### src/rtl/sram_ctrl_pkg.sv
// Shared constants and types for the 256x80 SRAM port controller.
// Optional zero-fill sweep after reset: define SRAM_CTRL_INIT_SWEEP_EN.
package sram_ctrl_pkg;
  localparam int SRAM_DATA_W    = 80;
  localparam int SRAM_DEPTH     = 256;
  localparam int SRAM_ADDR_W    = 8;
  localparam int RESP_BUF_DEPTH = 2;

  typedef enum logic {
    ST_INIT = 1'b0,
    ST_RUN  = 1'b1
  } ctrl_state_e;
endpackage

### src/rtl/sram_resp_buf.sv
// Two-entry read-response FIFO between the SRAM macro and the consumer.
// Head entry drives rdata_o; a pop on an empty buffer is ignored.
module sram_resp_buf
  import sram_ctrl_pkg::*;
#(
  parameter int W = SRAM_DATA_W
) (
  input  logic         clock,
  input  logic         reset,
  input  logic         push_i,
  input  logic         pop_i,
  input  logic [W-1:0] wdata_i,
  output logic [W-1:0] rdata_o,
  output logic         valid_o,
  output logic [1:0]   count_o
);
  logic [W-1:0] mem_q [RESP_BUF_DEPTH];
  logic         wr_ptr_q;
  logic         rd_ptr_q;
  logic [1:0]   cnt_q;
  logic [1:0]   cnt_d;
  logic         pop;

  assign valid_o = (cnt_q != 2'd0);
  assign pop     = pop_i && valid_o;
  assign cnt_d   = cnt_q + {1'b0, push_i} - {1'b0, pop};

  always_ff @(posedge clock) begin
    if (reset) begin
      wr_ptr_q <= 1'b0;
      rd_ptr_q <= 1'b0;
      cnt_q    <= 2'd0;
    end else begin
      if (push_i) wr_ptr_q <= !wr_ptr_q;
      if (pop)    rd_ptr_q <= !rd_ptr_q;
      cnt_q <= cnt_d;
    end
  end

  // Storage needs no reset; valid_o masks stale entries.
  always_ff @(posedge clock) begin
    if (push_i) mem_q[wr_ptr_q] <= wdata_i;
  end

  assign rdata_o = mem_q[rd_ptr_q];
  assign count_o = cnt_q;

  a_no_overflow: assert property (
    @(posedge clock) disable iff (reset)
    push_i |-> (cnt_q != 2'(RESP_BUF_DEPTH))
  );
endmodule

### src/rtl/sram_port_ctrl_256x80.sv
// Valid/ready front end for the 256x80 single-port SRAM macro.
// Define SRAM_CTRL_INIT_SWEEP_EN to zero-fill the array after reset.
module sram_port_ctrl_256x80
  import sram_ctrl_pkg::*;
#(
  parameter int DATA_W = SRAM_DATA_W,
  parameter int DEPTH  = SRAM_DEPTH,
  parameter int ADDR_W = SRAM_ADDR_W
) (
  input  logic              clock,
  input  logic              reset,
  input  logic              req_valid,
  output logic              req_ready,
  input  logic              req_write,
  input  logic [ADDR_W-1:0] req_addr,
  input  logic [DATA_W-1:0] req_wdata,
  output logic              resp_valid,
  input  logic              resp_ready,
  output logic [DATA_W-1:0] resp_rdata,
  output logic              init_done,
  output logic              sram_ceb,
  output logic              sram_web,
  output logic [ADDR_W-1:0] sram_a,
  output logic [DATA_W-1:0] sram_d,
  input  logic [DATA_W-1:0] sram_q
);
  if (DEPTH != (1 << ADDR_W)) begin : g_cfg_err
    $error("DEPTH must equal 2**ADDR_W");
  end

  ctrl_state_e state_q, state_d;
  logic        done_q, done_d;
  logic        rd_inf_q;
  logic [1:0]  out_cnt;
  logic [2:0]  occ;
  logic        deq;
  logic        credit_ok;
  logic        fire;
  logic        rd_fire;

`ifdef SRAM_CTRL_INIT_SWEEP_EN
  localparam ctrl_state_e       RST_ST = ST_INIT;
  localparam logic [ADDR_W-1:0] LAST   = ADDR_W'(DEPTH - 1);
  logic [ADDR_W-1:0] swp_q, swp_d;
`else
  localparam ctrl_state_e RST_ST = ST_RUN;
`endif

  // Reads need a free slot counting buffered, in-flight and leaving data.
  assign deq       = resp_valid && resp_ready;
  assign occ       = {1'b0, out_cnt} + {2'b0, rd_inf_q} - {2'b0, deq};
  assign credit_ok = (occ < 3'd2);
  assign req_ready = done_q && (req_write || credit_ok);
  assign fire      = req_valid && req_ready;
  assign rd_fire   = fire && !req_write;
  assign init_done = done_q;

  always_ff @(posedge clock) begin
    if (reset) begin
      state_q  <= RST_ST;
      done_q   <= 1'b0;
      rd_inf_q <= 1'b0;
    end else begin
      state_q  <= state_d;
      done_q   <= done_d;
      rd_inf_q <= rd_fire;
    end
  end

`ifdef SRAM_CTRL_INIT_SWEEP_EN
  always_ff @(posedge clock) begin
    if (reset) swp_q <= '0;
    else       swp_q <= swp_d;
  end
`endif

  always_comb begin
    state_d  = state_q;
    sram_ceb = 1'b1;
    sram_web = 1'b1;
    sram_a   = '0;
    sram_d   = '0;
`ifdef SRAM_CTRL_INIT_SWEEP_EN
    swp_d    = swp_q;
`endif
    unique case (state_q)
      ST_INIT: begin
`ifdef SRAM_CTRL_INIT_SWEEP_EN
        swp_d = swp_q + ADDR_W'(1);
        // Keep the macro idle while reset is still held.
        if (!reset) begin
          sram_ceb = 1'b0;
          sram_web = 1'b0;
          sram_a   = swp_q;
        end
        if (swp_q == LAST) state_d = ST_RUN;
`else
        state_d = ST_RUN;
`endif
      end
      ST_RUN: begin
        if (fire) begin
          sram_ceb = 1'b0;
          sram_web = !req_write;
          sram_a   = req_addr;
          if (req_write) sram_d = req_wdata;
        end
      end
      default: ;
    endcase
    done_d = (state_d == ST_RUN);
  end

  sram_resp_buf #(
    .W (DATA_W)
  ) u_buf (
    .clock   (clock),
    .reset   (reset),
    .push_i  (rd_inf_q),
    .pop_i   (deq),
    .wdata_i (sram_q),
    .rdata_o (resp_rdata),
    .valid_o (resp_valid),
    .count_o (out_cnt)
  );
endmodule

### config.mk
export PLATFORM = sky130hd
export DESIGN_NAME = sram_port_ctrl_256x80
export DESIGN_NICKNAME = d
export VERILOG_FILES = /design/src/rtl/sram_ctrl_pkg.sv /design/src/rtl/sram_resp_buf.sv /design/src/rtl/sram_port_ctrl_256x80.sv
export SDC_FILE = /design/constraint.sdc
export NUM_CORES = 1
export LEC_CHECK = 0
export BUFFER_PORTS_ARGS = -buffer_cell sky130_fd_sc_hd__buf_2
export CORE_AREA = 2 2 134 136
export DETAILED_ROUTE_END_ITERATION = 10
export DIE_AREA = 0 0 136 138
export MAX_ROUTING_LAYER = met4
export PLACE_DENSITY = 0.85
export SLEW_MARGIN = 20
export SYNTH_ARGS = -nofsm -noshare
export SYNTH_HDL_FRONTEND = slang
export SYNTH_HIERARCHICAL = 1
export SYNTH_SLANG_ARGS = --single-unit
### constraint.sdc
create_clock -name clock -period 6.1 [get_ports clock]
set_clock_uncertainty 0.15 [all_clocks]
set_input_delay 0.915 -clock clock [delete_from_list [all_inputs] [get_ports clock]]
set_output_delay 0.915 -clock clock [all_outputs]
set_load 0.02 [all_outputs]
==> results.md <==
* Status: finished, final reports clean
* Rows at 49
* Max-Cap Viols at 0
* First-pass GRT wire length at 23900 um
* Fin crit share at 68.0%
* Post-CTS setup buffers at 0
* Tot GR Track Use at 17.4%
* Post-Synth Adder-Cell Area at 0.767%
* Clk pin slew, worst setup/hold paths at 60 ps
* Worst vdd rail ir drop at 0.249 mV
* Final Util at 56.2%
* Gpl congestion at 0.921
* Routed WL per cell at 16.5 um
* Sink Count at 167
* DRT Pass-1 Iters at 4
* R2r setup slk at 3450 ps
* Grt ovf at 0
* Clock Path Buffers at 2
* Clock latency on the worst-skew pair at 410 ps
* Vias in the first global route at 4508
* Mapped cell area at 0.00751 mm^2
* Simple-gate share of the synthesized area at 10.8%
* CTS resizes at 0
* Worst EP arrival at 3080 ps
* Commonest non-fill, non-tap cell in the layout: buf_2
* Slew Viols, Final at 0
* CTS tree: yes
* HP Class: register to register
* Post-synthesis mux area share at 16.3%
* Final ANT Viol Nets at 0
* Mapped Nets at 586
* # IOs at 346
* Main combinational cell family by area after synthesis: multiplexers
* Port Buffers at 345
* Post-Syn Instances at 409
* Hold EP: u_buf/wr_ptr_q$_SDFFE_PP0P_
* Power Dens Cells at 262 mW/mm^2
* Core area at 0.0175 mm^2
* Initial DRC count at 212
* #FFs+latches synth at 167
* Distinct cells, synth at 29
* Compound-Gate Fraction of Synth Area at 0.950%
* WL final at 16500 um
* Worst Path Required at 5030 ps
* Fillers at 1387
* DRC viols at 0
* CP Class: register to output pin
* XOR/XNOR Fraction of Synth Area at 0.533%
* Rel. slew slack at 29.9%
* Mapped Avg Cell Area at 18.4 um^2
* Hold Startpoint: rd_inf_q$_SDFF_PP0_
* Worst reg2reg startpoint: u_buf/count_o[1]$_SDFF_PP0_
* Leak at 4.31 nW
* RSZ-0062 raised after global routing: false
* Final setup TNS at 0 ps
* Synth-to-Final Area Change at 31.3%
* Largest net degree at the start of global routing at 82
* Clk root buf: clkbuf_16
* Endpoint class of the critical path: output pin
* Vias/cell at 4.67
* Layout cell share with drive strength beyond 1 at 67.1%
* Die Area at 0.0188 mm^2
* Initial antenna violation count at 3
* Final nets at 930
* H-Tree Depth at 4
* Post-DP HPWL at 11800 um
* Hold path depth at 2
* Die Width at 136 um
* Final min period at 4150 ps
* Slew @ Worst Pin at 1050 ps
* Die Ht at 138 um
* Final Hold Vio Count at 0
* Via Count at 4654
* Worst-path maximum fanout at 11
* TritonCTS Buffers at 17
* Reg-to-reg critical path endpoint: rd_inf_q$_SDFF_PP0_
* Worst R2R Path Depth at 7
* Commonest cells after routing, fill and taps aside: 345 x buf_2, 160 x edfxtp_1, 80 x mux2_4
* Final Setup Violations at 0
* Critical Path Source Type: register
* F_max at 241 MHz
* Seq/Total Area, Yosys at 65.9%
* Synth Warn # at 6
* Initial Utilization at 42.8%
* Hold buffers post-CTS at 0
==> per-stage QoR <==
stage	power (mW)	cell area (um^2)	hold WS (ps)	std cells	setup slack, ps
4_1_cts	2.61	9850	451	994	2010
5_1_grt	2.66	9850	473	997	1780
3_5_place_dp	1.50	9230	435	963	2140
3_3_place_gp	1.49	9230	417	963	2180
2_1_floorplan	1.41	7510	348	409	1500
6_report	2.58	9850	441	997	1950
==> worst max-delay path by stage <==
| stage | slack (ps) | end | from |
|---|---|---|---|
| after floorplan | 1500 | u_buf/mem_q[0][0]$_DFFE_PP_ | rd_inf_q$_SDFF_PP0_ |
| after global placement | 2180 | sram_a[6] | resp_ready |
| after detailed placement | 2140 | req_ready | resp_ready |
| after CTS | 2010 | req_ready | u_buf/count_o[1]$_SDFF_PP0_ |
| after global routing | 1780 | sram_a[0] | u_buf/count_o[1]$_SDFF_PP0_ |
| final | 1950 | sram_a[7] | u_buf/count_o[1]$_SDFF_PP0_ |
==> worst max-delay path, stage by stage, from the launching register on <==
cell and delay, ps:
dfxtp_1 360, or2_2 300, and2_1 180, ha_1 270, nor2b_1 50, fa_1 370, xnor2_1 710, o22ai_1 220
buf_2 210
==> logic make-up (layout without fill, tap and decap cells) <==
group / count (synthesis) / after routing
xor gates and xnor gates: 3 / 3
other: 0 / 3
adders and majority gates: 4 / 4
AOI/OAI and AO/OA: 11 / 11
muxes: 82 / 82
buffers and inverters: 30 / 386
DFF: 167 / 167
and+or+nand+nor: 112 / 112
==> power by group <==
part           internal [mW]  total (mW)  switching, mW
combinational         0.0939       0.199          0.105
clock                  0.659        1.11          0.449
sequential              1.27        1.28        0.00632
total                   2.02        2.58          0.561
==> cells in the mapped netlist <==
cell	number	share of area [%]
ha_1	3	0.50
nor2_1	4	0.20
and3_4	1	0.15
xnor3_1	1	0.30
and2_4	47	5.5
nor4b_1	1	0.12
nand2_1	9	0.45
dfxtp_1	7	1.9
or2_2	1	0.083
mux2_4	80	16
inv_1	7	0.35
xnor2_1	2	0.23
edfxtp_1	160	64
o22ai_1	8	0.67
clkbuf_1	2	0.10
and2_1	35	2.9
nand4b_1	8	0.93
fa_1	1	0.27
nor2b_1	4	0.33
buf_2	2	0.13
o21a_1	1	0.10
buf_6	5	0.75
mux2_2	2	0.30
buf_8	5	1.0
o21ai_0	1	0.067
nand2b_1	1	0.083
o31a_1	1	0.12
nand2_2	1	0.083
buf_12	9	2.4
==> registers in the layout, indices dropped and copies added (netlist names), named ones only <==
| signal | cells |
|---|---|
| init_done | 1 |
| u_buf/wr_ptr_q | 1 |
| rd_inf_q | 1 |
| u_buf/rd_ptr_q | 1 |
| u_buf/mem_q | 160 |
| u_buf/count_o | 2 |
==> area by class of cell <==
| class | instances | area, um^2 | share of cell area (%) |
|---|---|---|---|
| Sequential cell | 167 | 4950 | 50.2 |
| Multi-Input combinational cell | 212 | 2220 | 22.5 |
| Timing Repair Buffer | 348 | 1750 | 17.8 |
| Clock buffer | 18 | 429 | 4.36 |
| Tap cell | 229 | 287 | 2.91 |
| Clock inverter | 13 | 191 | 1.94 |
| Inverter | 7 | 26.3 | 0.267 |
| Antenna cell | 3 | 7.51 | 0.0762 |
==> routing by layer <==
metal / track usage [%] / routed length [um]
met5: - / 0
met3: 5.17 / 1380
met1: 19.6 / 6090
met2: 28.7 / 8520
met4: 7.29 / 484
Power figures use the tool's default switching activity.
